--- src/rtl/lsu_pkg.sv ---
// lsu_pkg: shared types and constants for the lsu_bus load/store unit.
//   lsu_state_t      : access FSM states (IDLE, REQ, RESP, DONE)
//   F3_*             : RISC-V load/store funct3 width/sign encodings
//   DEFAULT_TIMEOUT  : default bus-cycle budget per access (used only when
//                      LSU_BUS_TIMEOUT_EN is defined)
package lsu_pkg;

  typedef enum logic [1:0] {
    IDLE = 2'd0,
    REQ  = 2'd1,
    RESP = 2'd2,
    DONE = 2'd3
  } lsu_state_t;

  localparam logic [2:0] F3_B  = 3'b000;
  localparam logic [2:0] F3_H  = 3'b001;
  localparam logic [2:0] F3_W  = 3'b010;
  localparam logic [2:0] F3_BU = 3'b100;
  localparam logic [2:0] F3_HU = 3'b101;

  localparam int DEFAULT_TIMEOUT = 64;

endpackage

--- src/rtl/lsu_align.sv ---
// lsu_align: combinational byte-lane logic for lsu_bus.
//   Request side (from the core, used when an access is launched):
//     i_we, i_funct3, i_addr_lo -> o_be (byte enables), o_wdata (replicated
//     store data), o_illegal (misaligned address or unsupported funct3).
//   Response side (from latched access info and captured read word):
//     i_ld_funct3, i_ld_off, i_ld_word -> o_ld_data (selected and extended).
module lsu_align
  import lsu_pkg::*;
(
  input  logic        i_we,
  input  logic [2:0]  i_funct3,
  input  logic [1:0]  i_addr_lo,
  input  logic [31:0] i_wdata,
  input  logic [2:0]  i_ld_funct3,
  input  logic [1:0]  i_ld_off,
  input  logic [31:0] i_ld_word,
  output logic [3:0]  o_be,
  output logic [31:0] o_wdata,
  output logic        o_illegal,
  output logic [31:0] o_ld_data
);

  logic        w_bad_f3;
  logic        w_bad_align;
  logic [31:0] w_shift;

  // Request side: lanes, replication and legality.
  always_comb begin
    o_be        = 4'b0000;
    o_wdata     = 32'h0;
    w_bad_align = 1'b0;
    w_bad_f3    = 1'b0;

    case (i_funct3[1:0])
      2'b00: begin
        o_be    = 4'b0001 << i_addr_lo;
        o_wdata = {4{i_wdata[7:0]}};
      end
      2'b01: begin
        o_be        = 4'b0011 << {i_addr_lo[1], 1'b0};
        o_wdata     = {2{i_wdata[15:0]}};
        w_bad_align = i_addr_lo[0];
      end
      2'b10: begin
        o_be        = 4'b1111;
        o_wdata     = i_wdata;
        w_bad_align = |i_addr_lo;
      end
      default: w_bad_f3 = 1'b1;
    endcase

    // Stores have no unsigned forms; loads reject only the 110 encoding
    // beyond the width-11 cases caught above.
    if (i_we && i_funct3[2]) begin
      w_bad_f3 = 1'b1;
    end
    if (!i_we && (i_funct3 == 3'b110)) begin
      w_bad_f3 = 1'b1;
    end

    o_illegal = w_bad_f3 | w_bad_align;
  end

  // Response side: move the addressed byte/halfword down to bit 0, then
  // extend. Legal halfword offsets are 0 or 2, so the same shift serves both.
  assign w_shift = i_ld_word >> {i_ld_off, 3'b000};

  always_comb begin
    o_ld_data = 32'h0;
    case (i_ld_funct3)
      F3_B:    o_ld_data = {{24{w_shift[7]}}, w_shift[7:0]};
      F3_H:    o_ld_data = {{16{w_shift[15]}}, w_shift[15:0]};
      F3_W:    o_ld_data = w_shift;
      F3_BU:   o_ld_data = {24'h0, w_shift[7:0]};
      F3_HU:   o_ld_data = {16'h0, w_shift[15:0]};
      default: o_ld_data = 32'h0;
    endcase
  end

endmodule

--- src/rtl/lsu_bus.sv ---
// lsu_bus: load/store unit between a single-cycle core data port and a
// word-wide valid/ready memory bus with wait states.
//
// Optional build macro: LSU_BUS_TIMEOUT_EN enables a per-access timeout of
// TIMEOUT bus cycles that aborts the access and pulses bus_err.
//
// Ports:
//   clk, reset            : clock (rising edge), async active-low reset
//   req, we, funct3       : core access request, store flag, width/sign
//   addr, wdata           : byte address, store data
//   rdata                 : extended load result, non-zero only in DONE
//   stall                 : core holds PC, inputs and register write
//   misalign              : access rejected (misaligned / illegal funct3)
//   bus_valid/bus_ready   : request handshake
//   bus_addr/we/be/wdata  : request payload (word address, lanes, data)
//   bus_rdata/bus_rvalid  : read response
//   bus_err               : timeout abort pulse (0 without the macro)
//   dbg_state             : current FSM state (lsu_state_t encoding)
//
// Handshake: a request transfers on a rising edge where bus_valid and
// bus_ready are both high; while bus_valid is high without bus_ready, the
// payload is held stable. bus_rvalid is sampled only in RESP and must come
// at least one cycle after the request transferred.
module lsu_bus
  import lsu_pkg::*;
#(
  parameter int TIMEOUT = DEFAULT_TIMEOUT
) (
  input  logic        clk,
  input  logic        reset,
  input  logic        req,
  input  logic        we,
  input  logic [2:0]  funct3,
  input  logic [31:0] addr,
  input  logic [31:0] wdata,
  output logic [31:0] rdata,
  output logic        stall,
  output logic        misalign,
  output logic        bus_valid,
  input  logic        bus_ready,
  output logic [31:0] bus_addr,
  output logic        bus_we,
  output logic [3:0]  bus_be,
  output logic [31:0] bus_wdata,
  input  logic [31:0] bus_rdata,
  input  logic        bus_rvalid,
  output logic        bus_err,
  output logic [1:0]  dbg_state
);

  lsu_state_t  r_state;
  lsu_state_t  w_next;
  logic [31:0] r_bus_addr;
  logic        r_bus_we;
  logic [3:0]  r_bus_be;
  logic [31:0] r_bus_wdata;
  logic [2:0]  r_funct3;
  logic [1:0]  r_off;
  logic [31:0] r_rdata;
  logic        r_err;

  logic [3:0]  w_be;
  logic [31:0] w_wdata;
  logic        w_illegal;
  logic [31:0] w_ld_data;
  logic        w_start;
  logic        w_timeout;
  logic        w_abort;

  lsu_align u_align (
    .i_we        (we),
    .i_funct3    (funct3),
    .i_addr_lo   (addr[1:0]),
    .i_wdata     (wdata),
    .i_ld_funct3 (r_funct3),
    .i_ld_off    (r_off),
    .i_ld_word   (r_rdata),
    .o_be        (w_be),
    .o_wdata     (w_wdata),
    .o_illegal   (w_illegal),
    .o_ld_data   (w_ld_data)
  );

  assign w_start = (r_state == IDLE) && req && !w_illegal;

`ifdef LSU_BUS_TIMEOUT_EN
  localparam int CW = $clog2(TIMEOUT + 1);
  logic [CW-1:0] r_cnt;

  // A load accepted on the last REQ cycle enters RESP already at the limit,
  // so RESP compares with >= and the counter never passes TIMEOUT.
  assign w_timeout = (r_cnt >= CW'(TIMEOUT - 1));

  always_ff @(posedge clk or negedge reset) begin
    if (!reset) begin
      r_cnt <= '0;
    end else if (r_state == IDLE) begin
      r_cnt <= '0;
    end else if (((r_state == REQ) || (r_state == RESP)) && !w_timeout) begin
      r_cnt <= r_cnt + 1'b1;
    end
  end

  assign bus_err = r_err;
`else
  assign w_timeout = 1'b0;
  assign bus_err   = 1'b0;
`endif

  // Next state. A completing handshake is checked before expiry so that a
  // completion in the expiry cycle wins.
  always_comb begin
    w_next  = r_state;
    w_abort = 1'b0;
    case (r_state)
      IDLE: begin
        if (w_start) w_next = REQ;
      end
      REQ: begin
        if (bus_ready) begin
          w_next = r_bus_we ? DONE : RESP;
        end else if (w_timeout) begin
          w_next  = DONE;
          w_abort = 1'b1;
        end
      end
      RESP: begin
        if (bus_rvalid) begin
          w_next = DONE;
        end else if (w_timeout) begin
          w_next  = DONE;
          w_abort = 1'b1;
        end
      end
      DONE:    w_next = IDLE;
      default: w_next = IDLE;
    endcase
  end

  always_ff @(posedge clk or negedge reset) begin
    if (!reset) begin
      r_state     <= IDLE;
      r_bus_addr  <= 32'h0;
      r_bus_we    <= 1'b0;
      r_bus_be    <= 4'b0000;
      r_bus_wdata <= 32'h0;
      r_funct3    <= 3'b000;
      r_off       <= 2'b00;
      r_rdata     <= 32'h0;
      r_err       <= 1'b0;
    end else begin
      r_state <= w_next;
      // r_err is high exactly for the DONE cycle that follows an abort.
      r_err   <= w_abort;
      if (w_start) begin
        r_bus_addr  <= {addr[31:2], 2'b00};
        r_bus_we    <= we;
        r_bus_be    <= w_be;
        r_bus_wdata <= w_wdata;
        r_funct3    <= funct3;
        r_off       <= addr[1:0];
      end
      if ((r_state == RESP) && bus_rvalid) begin
        r_rdata <= bus_rdata;
      end
    end
  end

  assign bus_valid = (r_state == REQ);
  assign bus_addr  = r_bus_addr;
  assign bus_we    = r_bus_we;
  assign bus_be    = r_bus_be;
  assign bus_wdata = r_bus_wdata;

  // Only an idle unit evaluates a new access; once launched it is legal.
  assign misalign  = (r_state == IDLE) && req && w_illegal;
  assign stall     = req && !misalign && (r_state != DONE);

  // Aborted loads report 0 rather than a stale captured word.
  assign rdata     = ((r_state == DONE) && !r_bus_we && !r_err) ? w_ld_data : 32'h0;

  assign dbg_state = r_state;

endmodule

--- config.mk ---
export PLATFORM = sky130hd
export DESIGN_NAME = lsu_bus
export DESIGN_NICKNAME = d
export VERILOG_FILES = /design/src/rtl/lsu_pkg.sv /design/src/rtl/lsu_align.sv /design/src/rtl/lsu_bus.sv
export SDC_FILE = /design/constraint.sdc
export NUM_CORES = 1
export LEC_CHECK = 0
export ABC_AREA = 1
export BUFFER_PORTS_ARGS = -buffer_cell sky130_fd_sc_hd__buf_2
export CAP_MARGIN = 20
export CORE_ASPECT_RATIO = 1.5
export CORE_MARGIN = 2
export CORE_UTILIZATION = 40
export CTS_CLUSTER_DIAMETER = 150
export DETAILED_ROUTE_END_ITERATION = 12
export PLACE_DENSITY = 0.7
export SLEW_MARGIN = 40
export SYNTH_ARGS = -nofsm -noshare
export SYNTH_HDL_FRONTEND = slang
export SYNTH_SLANG_ARGS = --single-unit
--- constraint.sdc ---
create_clock -name clk -period 3.4 [get_ports clk]
set_input_delay 0.68 -clock clk [delete_from_list [all_inputs] [get_ports clk]]
set_output_delay 0.68 -clock clk [all_outputs]
set_load 0.02 [all_outputs]
==> results of run 1 <==
[logic make-up (layout without fill, tap and decap cells)]
logic type / Yosys count / in the layout / share of synthesized area
adders and majority gates: 10 / 10 / 0.0210
DFF: 106 / 106 / 0.445
and+or+nand+nor: 369 / 369 / 0.267
other: 1 / 7 / 0.000629
muxes: 30 / 30 / 0.0567
AOI/OAI and AO/OA: 105 / 105 / 0.116
buffers and inverters: 108 / 299 / 0.0939
[worst paths after layout]
path	from	to	slack, ns	depth (start not counted)
max	r_off[0]	rdata[8]	0.47	6
max reg2reg	dbg_state[0]	r_funct3[2]	1.33	7
min in group clk	bus_addr[2]	bus_addr[2]	0.48	2
min reg2reg	bus_addr[2]	bus_addr[2]	0.48	2
min	reset	bus_wdata[24]	0.33	1
max in group asynchronous	reset	r_rdata[15]	2.28	2
[worst max-delay path, stage by stage (launching register included)]
cell and delay (ns):
sky130_fd_sc_hd__dfrtp_1 0.55, sky130_fd_sc_hd__inv_1 0.26, sky130_fd_sc_hd__nand2_1 0.08, sky130_fd_sc_hd__nand3_1 0.11
sky130_fd_sc_hd__nand3_2 0.39, sky130_fd_sc_hd__a21oi_1 0.32, sky130_fd_sc_hd__buf_2 0.20
[metrics by stage]
step                      utilization  hold WS [ns]  worst slack, ns
after global placement          0.485         0.457            0.749
after CTS                       0.504         0.357            0.475
final                           0.505         0.333            0.466
after global routing            0.505         0.387            0.274
after floorplan                     -         0.384            0.716
after detailed placement        0.485         0.460            0.703
[placed cells by master, fill, tap and decap left out]
master                      synthesis  routed
sky130_fd_sc_hd__a21oi_1           12      12
sky130_fd_sc_hd__a21oi_2            1       1
sky130_fd_sc_hd__buf_4              7       9
sky130_fd_sc_hd__o31ai_1            1       1
sky130_fd_sc_hd__mux2_2            30      30
sky130_fd_sc_hd__clkinv_8           0       1
sky130_fd_sc_hd__nand2_2           32      32
sky130_fd_sc_hd__dfrtp_1          106     106
sky130_fd_sc_hd__nor3b_1            1       1
sky130_fd_sc_hd__nor3_1             3       3
sky130_fd_sc_hd__o21ai_0           48      48
sky130_fd_sc_hd__nand3_1           51      51
sky130_fd_sc_hd__inv_6              0       1
sky130_fd_sc_hd__nand3_4            1       1
sky130_fd_sc_hd__o211ai_2           1       1
sky130_fd_sc_hd__nor2_2             2       2
sky130_fd_sc_hd__o21ai_1            1       1
sky130_fd_sc_hd__o21ai_2           40      40
sky130_fd_sc_hd__nor2_4             2       2
sky130_fd_sc_hd__nand2_1          261     261
sky130_fd_sc_hd__ha_1              10      10
sky130_fd_sc_hd__clkbuf_16          0       9
sky130_fd_sc_hd__nor2_1            13      13
sky130_fd_sc_hd__inv_2              2       2
sky130_fd_sc_hd__buf_2             15     207
sky130_fd_sc_hd__diode_2            0       4
sky130_fd_sc_hd__nand3_2            3       3
sky130_fd_sc_hd__conb_1             1       3
sky130_fd_sc_hd__inv_1             61      61
sky130_fd_sc_hd__buf_12             1       2
sky130_fd_sc_hd__clkinv_2           0       2
sky130_fd_sc_hd__clkinv_4           0       2
sky130_fd_sc_hd__inv_8              0       1
sky130_fd_sc_hd__clkinv_1           2       2
sky130_fd_sc_hd__o22ai_1            1       1
[final cells by class]
type / count / area (sq um)
Clock buffer: 9 / 225
Antenna cell: 4 / 10.0
Inverter: 65 / 244
Timing Repair Buffer: 218 / 1140
Fill cell: 1477 / 7190
Tap cell: 196 / 245
Multi-Input combinational cell: 517 / 2750
Clock inverter: 7 / 63.8
Sequential cell: 106 / 2650
[metal layers]
layer  part of all wire  vias up  GRT usage
li1                   -     2691          -
met1               0.40     2449      0.245
met2               0.51      186      0.343
met3              0.051       30     0.0333
met4              0.034        0      0.117
met5                  0        -          0
[registers in the layout, summed over array words and instances (netlist names)]
name,count
bus_addr,30
bus_be,4
bus_wdata,32
bus_we,1
dbg_state,2
r_funct3,3
r_off,2
r_rdata,32
[power by group through the flow]
| stage | clock [mW] | sequential, mW | combinational [mW] |
|---|---|---|---|
| after floorplan | 0 | 2.70 | 1.90 |
| after global placement | 0 | 2.34 | 3.17 |
| after detailed placement | 0 | 2.35 | 3.22 |
| after CTS | 1.06 | 2.33 | 3.23 |
| after global routing | 1.11 | 2.41 | 3.52 |
| final | 1.02 | 2.33 | 3.20 |
==> load_flow_metrics.sql, run 1 <==
INSERT INTO impl_metrics (metric_group, metric, value, unit) VALUES
('outcome', 'status', 'complete, no violations', ''),
('sta', 'post-route-period-util', '0.863', ''),
('run', 'max_cap_viol_count', '0', ''),
('detailed_routing', 'post-route-drc-count', '0', ''),
('clocking', 'clkLatencyLatePin', '0.35', 'ns'),
('floorplan', 'fp.dieArea', '0.0159', 'sq mm'),
('clocking', 'max-clock-path-buffers', '2', ''),
('clocking', 'total_number_of_h_tree_levels', '3', ''),
('synth', 'yosysTopAreaCellShare', '0.445', ''),
('worst_hold_path', 'hold_class', 'input port to asynchronous set/reset pin', ''),
('place', 'dp.cells', '1102', ''),
('synth', 'synth_area', '0.00596', 'sq mm'),
('floorplan', 'fp.dieW', '104', 'um'),
('global_routing', 'grt_use_total', '0.203', ''),
('sta', 'period_minus_slack', '2.93', 'ns'),
('sta', 'slew_violations', '0', ''),
('place', 'postPlaceCellArea', '0.00704', 'sq mm'),
('critical_path', 'worstPathRequired', '2.72', 'ns'),
('power_and_ir_drop', 'power-per-cell-area', '892', 'mW/mm^2'),
('synth', 'post_synth_main_area_contributors', 'sky130_fd_sc_hd__dfrtp_1, sky130_fd_sc_hd__nand2_1, sky130_fd_sc_hd__o21ai_2, sky130_fd_sc_hd__mux2_2, sky130_fd_sc_hd__nand3_1', ''),
('synth', 'synthArstFlopShare', '1.00', ''),
('power_and_ir_drop', 'net-switching-power', '3.00', 'mW'),
('synth', 'syn_avg_cell_area', '8.17', 'sq um'),
('detailed_routing', 'postRouteWirelength', '16100', 'um'),
('synth', 'post-synth-top-count-cell', 'sky130_fd_sc_hd__nand2_1', ''),
('critical_path', 'arrival', '2.25', 'ns'),
('critical_path', 'timing.setup.critical_path_class', 'register to output pin', ''),
('clocking', 'postCtsResizedCells', '0', ''),
('clocking', 'cts_tree', 'built', ''),
('sta', 'setup_viol', '0', ''),
('floorplan', 'die_height', '153', 'um'),
('place', 'globalplace.congestion', '0.879', ''),
('global_routing', 'grt_first_pass_wirelength', '25900', 'um'),
('sta', 'max_freq', '0.341', 'GHz'),
('place', 'place.detailed.hpwl', '12100', 'um'),
('power_and_ir_drop', 'sw_share', '0.457', ''),
('power_and_ir_drop', 'p_leak', '4.16', 'nW'),
('floorplan', 'placementRows', '54', ''),
('sta', 'totalNegativeSetupSlack', '0', 'ns'),
('clocking', 'holdBufCountCts', '0', ''),
('detailed_routing', 'via_per_inst', '4.77', ''),
('clocking', 'cts.clk_slew.worst_paths', '0.08', 'ns'),
('critical_path', 'timing.critical_path.from_type', 'register', ''),
('critical_path', 'cp-end-kind', 'output pin', ''),
('critical_path', 'critPathMaxFanout', '24', ''),
('clocking', 'cell_chosen_for_the_clock_root', 'sky130_fd_sc_hd__clkbuf_16', ''),
('synth', 'ys_types', '31', ''),
('global_routing', 'grt_max_degree', '65', ''),
('clocking', 'cts_inserted_buffers', '9', ''),
('global_routing', 'grt-ovfl-total', '0', ''),
('power_and_ir_drop', 'power.sequential.fraction', '0.355', ''),
('power_and_ir_drop', 'pwr-share-clk', '0.156', ''),
('synth', 'ys_top_cells_by_count', 'sky130_fd_sc_hd__nand2_1, sky130_fd_sc_hd__dfrtp_1, sky130_fd_sc_hd__inv_1', ''),
('detailed_routing', 'antenna_violating_nets_post_route', '0', ''),
('synth', 'ys.warnings.count', '0', ''),
('finish', 'layout-drive-gt1-share', '0.377', ''),
('power_and_ir_drop', 'power.ir.vdd_worst', '0.338', 'mV'),
('power_and_ir_drop', 'internal_power', '3.55', 'mW'),
('sta', 'slew_headroom', '0.542', ''),
('power_and_ir_drop', 'p_comb_frac', '0.488', ''),
('place', 'portBuffers', '208', ''),
('clocking', 'cts_setup_buffers', '0', ''),
('synth', 'syn-instance-count', '729', ''),
('detailed_routing', 'routedWlPerCell', '14.3', 'um'),
('sta', 'hold_viol_final', '0', ''),
('clocking', 'cts.sink_count', '106', ''),
('detailed_routing', 'detail_route.first_pass.iterations', '4', ''),
('synth', 'synth_seq_cells', '106', ''),
('floorplan', 'pin_count', '212', ''),
('global_routing', 'vias_in_the_first_global_route', '5125', ''),
('detailed_routing', 'dr_total_vias', '5356', '');
Power figures use the tool's default switching activity.
==> inputs of run 2 (changes only) <==
--- a/config.mk
+++ b/config.mk
@@ -14,7 +14,7 @@
 export CTS_CLUSTER_DIAMETER = 150
 export DETAILED_ROUTE_END_ITERATION = 12
 export PLACE_DENSITY = 0.7
-export SLEW_MARGIN = 40
+export RECOVER_POWER = 100
 export SYNTH_ARGS = -nofsm -noshare
 export SYNTH_HDL_FRONTEND = slang
 export SYNTH_SLANG_ARGS = --single-unit
==> load_flow_metrics.sql, run 2 (same netlist as run 1, synthesis figures left out) <==
INSERT INTO impl_metrics (metric_group, metric, value, unit) VALUES
('place', 'place.detailed.hpwl', '12100', 'um'),
('clocking', 'max-clock-path-buffers', '2', ''),
('place', 'dp.cells', '1102', ''),
('sta', 'period_minus_slack', '3.02', 'ns'),
('critical_path', 'buf_inv_stages_crit_path', '2', ''),
('sta', 'max_freq', '0.331', 'GHz'),
('clocking', 'holdBufCountCts', '0', ''),
('clocking', 'postCtsResizedCells', '0', ''),
('sta', 'slew_headroom', '-0.231', ''),
('finish', 'layout-drive-gt1-share', '0.222', ''),
('floorplan', 'fp.dieArea', '0.0159', 'sq mm'),
('critical_path', 'crit_chain', 'inv_1 > nand2_1 > nand3_1 > nand3_2 > a21oi_1 > clkbuf_1', ''),
('finish', 'layout.filler_cells', '1547', ''),
('floorplan', 'fp.dieW', '104', 'um'),
('global_routing', 'vias_in_the_first_global_route', '5125', ''),
('power_and_ir_drop', 'p_leak', '3.73', 'nW'),
('floorplan', 'core_region_area', '0.0145', 'sq mm'),
('finish', 'layout.nets', '1032', ''),
('critical_path', 'crit_path_top_delay_cell', 'sky130_fd_sc_hd__dfrtp_1', ''),
('detailed_routing', 'postRouteWirelength', '16200', 'um'),
('critical_path', 'cp-end-kind', 'output pin', ''),
('clocking', 'cell_chosen_for_the_clock_root', 'sky130_fd_sc_hd__clkbuf_16', ''),
('clocking', 'cts_tree', 'built', ''),
('finish', 'layout_commonest_cell', 'sky130_fd_sc_hd__nand2_1', ''),
('power_and_ir_drop', 'power.ir.vdd_worst', '0.323', 'mV'),
('finish', 'layout_common_cells', 'sky130_fd_sc_hd__nand2_1, sky130_fd_sc_hd__dfrtp_1, sky130_fd_sc_hd__buf_2, sky130_fd_sc_hd__clkbuf_1, sky130_fd_sc_hd__o21ai_0', ''),
('clocking', 'cts_inserted_buffers', '9', ''),
('critical_path', 'worstPathRequired', '2.72', 'ns'),
('global_routing', 'grt_max_degree', '65', ''),
('sta', 'totalNegativeSetupSlack', '0', 'ns'),
('detailed_routing', 'highest_layer', 'met4', ''),
('clocking', 'cts.clk_slew.worst_paths', '0.08', 'ns'),
('floorplan', 'die_height', '153', 'um'),
('critical_path', 'arrival', '2.34', 'ns'),
('floorplan', 'placementRows', '54', ''),
('sta', 'setup_viol', '0', ''),
('outcome', 'failed_checks', 'capacitance limit, slew limit', ''),
('detailed_routing', 'via_per_inst', '4.79', ''),
('critical_path', 'timing.critical_path.from_type', 'register', ''),
('critical_path', 'critPathMaxFanout', '24', ''),
('sta', 'hold_viol_final', '0', ''),
('clocking', 'total_number_of_h_tree_levels', '3', ''),
('sta', 'worst-slew-pin-transition', '1.85', 'ns'),
('run', 'max_cap_viol_count', '1', ''),
('critical_path', 'critPathTopFamily', 'simple AND/OR/NAND/NOR gates', ''),
('floorplan', 'pin_count', '212', ''),
('power_and_ir_drop', 'power.total', '6.33', 'mW'),
('global_routing', 'grt-ovfl-total', '0', ''),
('clocking', 'clkLatencyLatePin', '0.35', 'ns'),
('detailed_routing', 'detailroute.wirelength.met3', '728', 'um'),
('critical_path', 'worstSetupPathDepth', '6', ''),
('detailed_routing', 'detail_route.first_pass.iterations', '4', ''),
('global_routing', 'number_of_antenna_violations_at_the_first_check_in_global_routing', '4', ''),
('critical_path', 'critical_path.max_stage_delay', '0.55', 'ns'),
('finish', 'syn2layout_area_growth', '18.4', '%'),
('worst_hold_path', 'hold_class', 'register to register', ''),
('place', 'portBuffers', '208', ''),
('critical_path', 'timing.setup.critical_path_class', 'register to output pin', ''),
('sta', 'post-route-period-util', '0.888', ''),
('finish', 'final_cell_count_no_fill', '1122', ''),
('clocking', 'cts_setup_buffers', '0', ''),
('detailed_routing', 'dr_total_vias', '5376', ''),
('global_routing', 'grt_use_total', '0.203', ''),
('worst_hold_path', 'holdPathStages', '2', ''),
('detailed_routing', 'drt-initial-drc-count', '203', ''),
('detailed_routing', 'routedWlPerCell', '14.4', 'um'),
('detailed_routing', 'wl_met2', '8280', 'um'),
('sta', 'rsz_0062_raised_after_global_routing', 'false', ''),
('detailed_routing', 'post-route-drc-count', '0', ''),
('sta', 'final.setup_skew', '0.0134', 'ns'),
('sta', 'slew_violations', '35', ''),
('floorplan', 'starting_density', '0.410', ''),
('detailed_routing', 'routedLengthMet1', '6570', 'um'),
('power_and_ir_drop', 'power-per-cell-area', '897', 'mW/mm^2'),
('global_routing', 'grt_first_pass_wirelength', '25900', 'um'),
('detailed_routing', 'antenna_violating_nets_post_route', '0', ''),
('critical_path', 'worst_r2r_path_depth', '5', ''),
('outcome', 'status', 'finished with violations', ''),
('clocking', 'cts.sink_count', '106', ''),
('place', 'globalplace.congestion', '0.879', '');
## run 2: changes by cell type in the layout (fill, tap and decap cells not counted)
cell / previous run / this run
sky130_fd_sc_hd__clkbuf_1: 0 / 104
sky130_fd_sc_hd__nand2_2: 32 / 10
sky130_fd_sc_hd__buf_12: 2 / 1
sky130_fd_sc_hd__nand3_2: 3 / 2
sky130_fd_sc_hd__buf_2: 207 / 105
sky130_fd_sc_hd__nand2_1: 261 / 283
sky130_fd_sc_hd__o21ai_0: 48 / 63
sky130_fd_sc_hd__clkbuf_2: 0 / 3
sky130_fd_sc_hd__nand3_1: 51 / 53
sky130_fd_sc_hd__buf_4: 9 / 5
sky130_fd_sc_hd__nand3_4: 1 / 0
sky130_fd_sc_hd__o21ai_2: 40 / 25
## run 2: final cells by class
type                            count  area, sq um  share of cell area
Clock inverter                      7         63.8             0.00905
Sequential cell                   106         2650               0.376
Inverter                           65          244              0.0346
Antenna cell                        4         10.0             0.00142
Tap cell                          196          245              0.0348
Multi-Input combinational cell    517         2630               0.372
Clock buffer                        9          225              0.0319
Timing Repair Buffer              218          988               0.140
## run 2: report_power, final
group,switching [mW],internal (mW)
clock network,0.514,0.512
logic,1.99,0.996
registers,0.454,1.86
total,2.96,3.37
## run 2: tightest hold or removal path, stage by stage, from the launching register on
cell                      delay [ns]
sky130_fd_sc_hd__dfrtp_1        0.35
sky130_fd_sc_hd__nand2_1        0.05
sky130_fd_sc_hd__nand2_1        0.05
## run 2: metal layers
metal	GRT usage	vias up
li1	-	2684
met1	0.245	2480
met2	0.343	177
met3	0.0333	35
met4	0.117	0
met5	0	-
## run 2: worst paths after layout
kind                                      end  slack (ns)         start
worst min-delay path             bus_addr[13]        0.48  bus_addr[13]
worst max-delay path                 rdata[8]        0.38      r_off[0]
min in group asynchronous       bus_wdata[24]        0.58         reset
max in group asynchronous         r_rdata[15]        1.10         reset
worst max register to register    r_rdata[20]        0.69  dbg_state[0]
worst min register to register   bus_addr[13]        0.48  bus_addr[13]
## run 2: metrics by stage
stage	setup slack, ns	utilization	hold WS (ns)	area (sq um)
2_1_floorplan	0.716	-	0.384	5970
3_3_place_gp	0.749	0.485	0.457	7040
3_5_place_dp	0.703	0.485	0.460	7040
4_1_cts	0.475	0.504	0.357	7330
5_1_grt	0.194	0.486	0.503	7050
6_report	0.381	0.486	0.482	7050
==> inputs of run 3 (changes only) <==
--- a/config.mk
+++ b/config.mk
@@ -9,7 +9,7 @@
 export BUFFER_PORTS_ARGS = -buffer_cell sky130_fd_sc_hd__buf_2
 export CAP_MARGIN = 20
 export CORE_ASPECT_RATIO = 1.5
-export CORE_MARGIN = 2
+export CORE_MARGIN = 3
 export CORE_UTILIZATION = 40
 export CTS_CLUSTER_DIAMETER = 150
 export DETAILED_ROUTE_END_ITERATION = 12
==> load_flow_metrics.sql, run 3 (same netlist as run 1, synthesis figures left out) <==
INSERT INTO impl_metrics (metric_group, metric, value, unit) VALUES
('critical_path', 'worstPathRequired', '2.72', 'ns'),
('sta', 'worst-slew-pin-transition', '1.80', 'ns'),
('run', 'max_cap_viol_count', '1', ''),
('finish', 'layout.nets', '1031', ''),
('sta', 'max_freq', '0.332', 'GHz'),
('finish', 'finish.instance_area', '0.00706', 'sq mm'),
('clocking', 'postCtsResizedCells', '0', ''),
('floorplan', 'core_region_area', '0.0146', 'sq mm'),
('floorplan', 'pin_count', '212', ''),
('global_routing', 'grt_use_total', '0.199', ''),
('finish', 'layout_common_cells', 'sky130_fd_sc_hd__nand2_1, sky130_fd_sc_hd__dfrtp_1, sky130_fd_sc_hd__buf_2, sky130_fd_sc_hd__clkbuf_1', ''),
('clocking', 'clkLatencyLatePin', '0.34', 'ns'),
('sta', 'postLayoutSetupSlackWorst', '0.384', 'ns'),
('sta', 'period_minus_slack', '3.02', 'ns'),
('detailed_routing', 'routedWlPerCell', '14.8', 'um'),
('finish', 'final_util', '0.484', ''),
('sta', 'slew_headroom', '-0.203', ''),
('worst_hold_path', 'holdPathStages', '2', ''),
('floorplan', 'fp.dieW', '106', 'um'),
('clocking', 'cts_setup_buffers', '0', ''),
('global_routing', 'grt_first_pass_wirelength', '26100', 'um'),
('worst_hold_path', 'worst_hold_path.endpoint', 'bus_addr[17]', ''),
('worst_hold_path', 'startpoint_of_the_most_critical_hold_path', 'bus_addr[17]', ''),
('detailed_routing', 'antenna_violating_nets_post_route', '0', ''),
('sta', 'slew_violations', '35', ''),
('sta', 'rsz_0062_raised_after_global_routing', 'false', ''),
('global_routing', 'number_of_antenna_violations_at_the_first_check_in_global_routing', '1', ''),
('clocking', 'cts_tree', 'built', ''),
('detailed_routing', 'detail_route.first_pass.iterations', '4', ''),
('power_and_ir_drop', 'p_leak', '3.74', 'nW'),
('critical_path', 'cp-end-kind', 'output pin', ''),
('sta', 'hold_viol_final', '0', ''),
('clocking', 'holdBufCountCts', '0', ''),
('critical_path', 'timing.setup.critical_path_class', 'register to output pin', ''),
('critical_path', 'setup.reg_to_reg.worst_slack', '0.72', 'ns'),
('global_routing', 'grt_max_degree', '63', ''),
('clocking', 'cell_chosen_for_the_clock_root', 'sky130_fd_sc_hd__clkbuf_16', ''),
('sta', 'totalNegativeSetupSlack', '0', 'ns'),
('critical_path', 'arrival', '2.34', 'ns'),
('floorplan', 'starting_density', '0.408', ''),
('detailed_routing', 'drt-initial-drc-count', '231', ''),
('clocking', 'cts_inserted_buffers', '9', ''),
('power_and_ir_drop', 'power.ir.vdd_worst', '0.386', 'mV'),
('place', 'globalplace.congestion', '0.898', ''),
('place', 'place.detailed.hpwl', '12400', 'um'),
('global_routing', 'grt-ovfl-total', '0', ''),
('floorplan', 'placementRows', '54', ''),
('outcome', 'failed_checks', 'capacitance limit, slew limit', ''),
('worst_hold_path', 'hold_class', 'register to register', ''),
('critical_path', 'worst_r2r_path_depth', '5', ''),
('clocking', 'max-clock-path-buffers', '2', ''),
('sta', 'post-route-period-util', '0.887', ''),
('sta', 'final.setup_skew', '0.00771', 'ns'),
('global_routing', 'vias_in_the_first_global_route', '5165', ''),
('detailed_routing', 'via_per_inst', '4.76', ''),
('critical_path', 'worst_r2r_startpoint', 'dbg_state[0]', ''),
('floorplan', 'die_height', '155', 'um'),
('critical_path', 'timing.critical_path.from_type', 'register', ''),
('detailed_routing', 'postRouteWirelength', '16500', 'um'),
('clocking', 'cts.sink_count', '106', ''),
('place', 'portBuffers', '208', ''),
('place', 'postPlaceCellArea', '0.00703', 'sq mm'),
('sta', 'hold_ws', '0.481', 'ns'),
('power_and_ir_drop', 'power-per-cell-area', '907', 'mW/mm^2'),
('critical_path', 'critical_path.reg2reg.endpoint', 'r_rdata[25]', ''),
('outcome', 'status', 'finished with violations', ''),
('floorplan', 'fp.dieArea', '0.0164', 'sq mm'),
('critical_path', 'critPathMaxFanout', '24', ''),
('sta', 'setup_viol', '0', ''),
('detailed_routing', 'dr_total_vias', '5324', ''),
('finish', 'layout_commonest_cell', 'sky130_fd_sc_hd__nand2_1', ''),
('clocking', 'total_number_of_h_tree_levels', '3', ''),
('clocking', 'cts.clk_slew.worst_paths', '0.07', 'ns'),
('finish', 'syn2layout_area_growth', '18.6', '%'),
('detailed_routing', 'post-route-drc-count', '0', ''),
('place', 'post_placement_worst_setup_slack', '0.703', 'ns'),
('finish', 'layout-drive-gt1-share', '0.221', '');
==> run 3: worst max path at each step <==
stage | start | end | slack [ns] | cells past startpoint
CTS | r_off[1] | rdata[12] | 0.46 | 5
global route | r_off[1] | rdata[31] | 0.18 | 7
detailed placement | funct3[1] | stall | 0.70 | 9
floorplan | funct3[0] | stall | 0.72 | 8
finish | r_off[1] | rdata[12] | 0.38 | 5
global placement | funct3[1] | stall | 0.75 | 9
==> run 3: stage by stage <==
step,instances,power [mW]
floorplan,731,4.61
global placement,1101,5.55
detailed placement,1101,5.59
CTS,1117,6.70
global route,1118,6.93
finish,1118,6.41
==> run 3: layer usage <==
metal	track usage	wire length, um	vias up
met5	0	0	-
met1	0.242	6620	2437
met3	0.0320	802	38
met4	0.0944	695	0
li1	-	-	2679
met2	0.345	8370	170
==> run 3: area by class of cell <==
type / instances / area, sq um
Inverter: 65 / 244
Clock inverter: 7 / 81.3
Multi-Input combinational cell: 517 / 2630
Fill cell: 1582 / 7530
Antenna cell: 1 / 2.50
Tap cell: 196 / 245
Sequential cell: 106 / 2650
Clock buffer: 9 / 225
Timing Repair Buffer: 217 / 986
==> run 3: where the power goes <==
part	internal [mW]	leakage [nW]	switching (mW)	total (mW)
combinational	0.998	2.26	1.99	2.99
clock	0.586	0.153	0.506	1.09
sequential	1.86	1.32	0.461	2.33
total	3.45	3.74	2.96	6.41
==> run 3: critical path, cell delays in order, from the launching register on <==
cell	delay (ns)
sky130_fd_sc_hd__dfrtp_1	0.68
sky130_fd_sc_hd__inv_1	0.18
sky130_fd_sc_hd__nand3_1	0.16
sky130_fd_sc_hd__nand3_2	0.38
sky130_fd_sc_hd__a21oi_1	0.33
sky130_fd_sc_hd__clkbuf_1	0.26
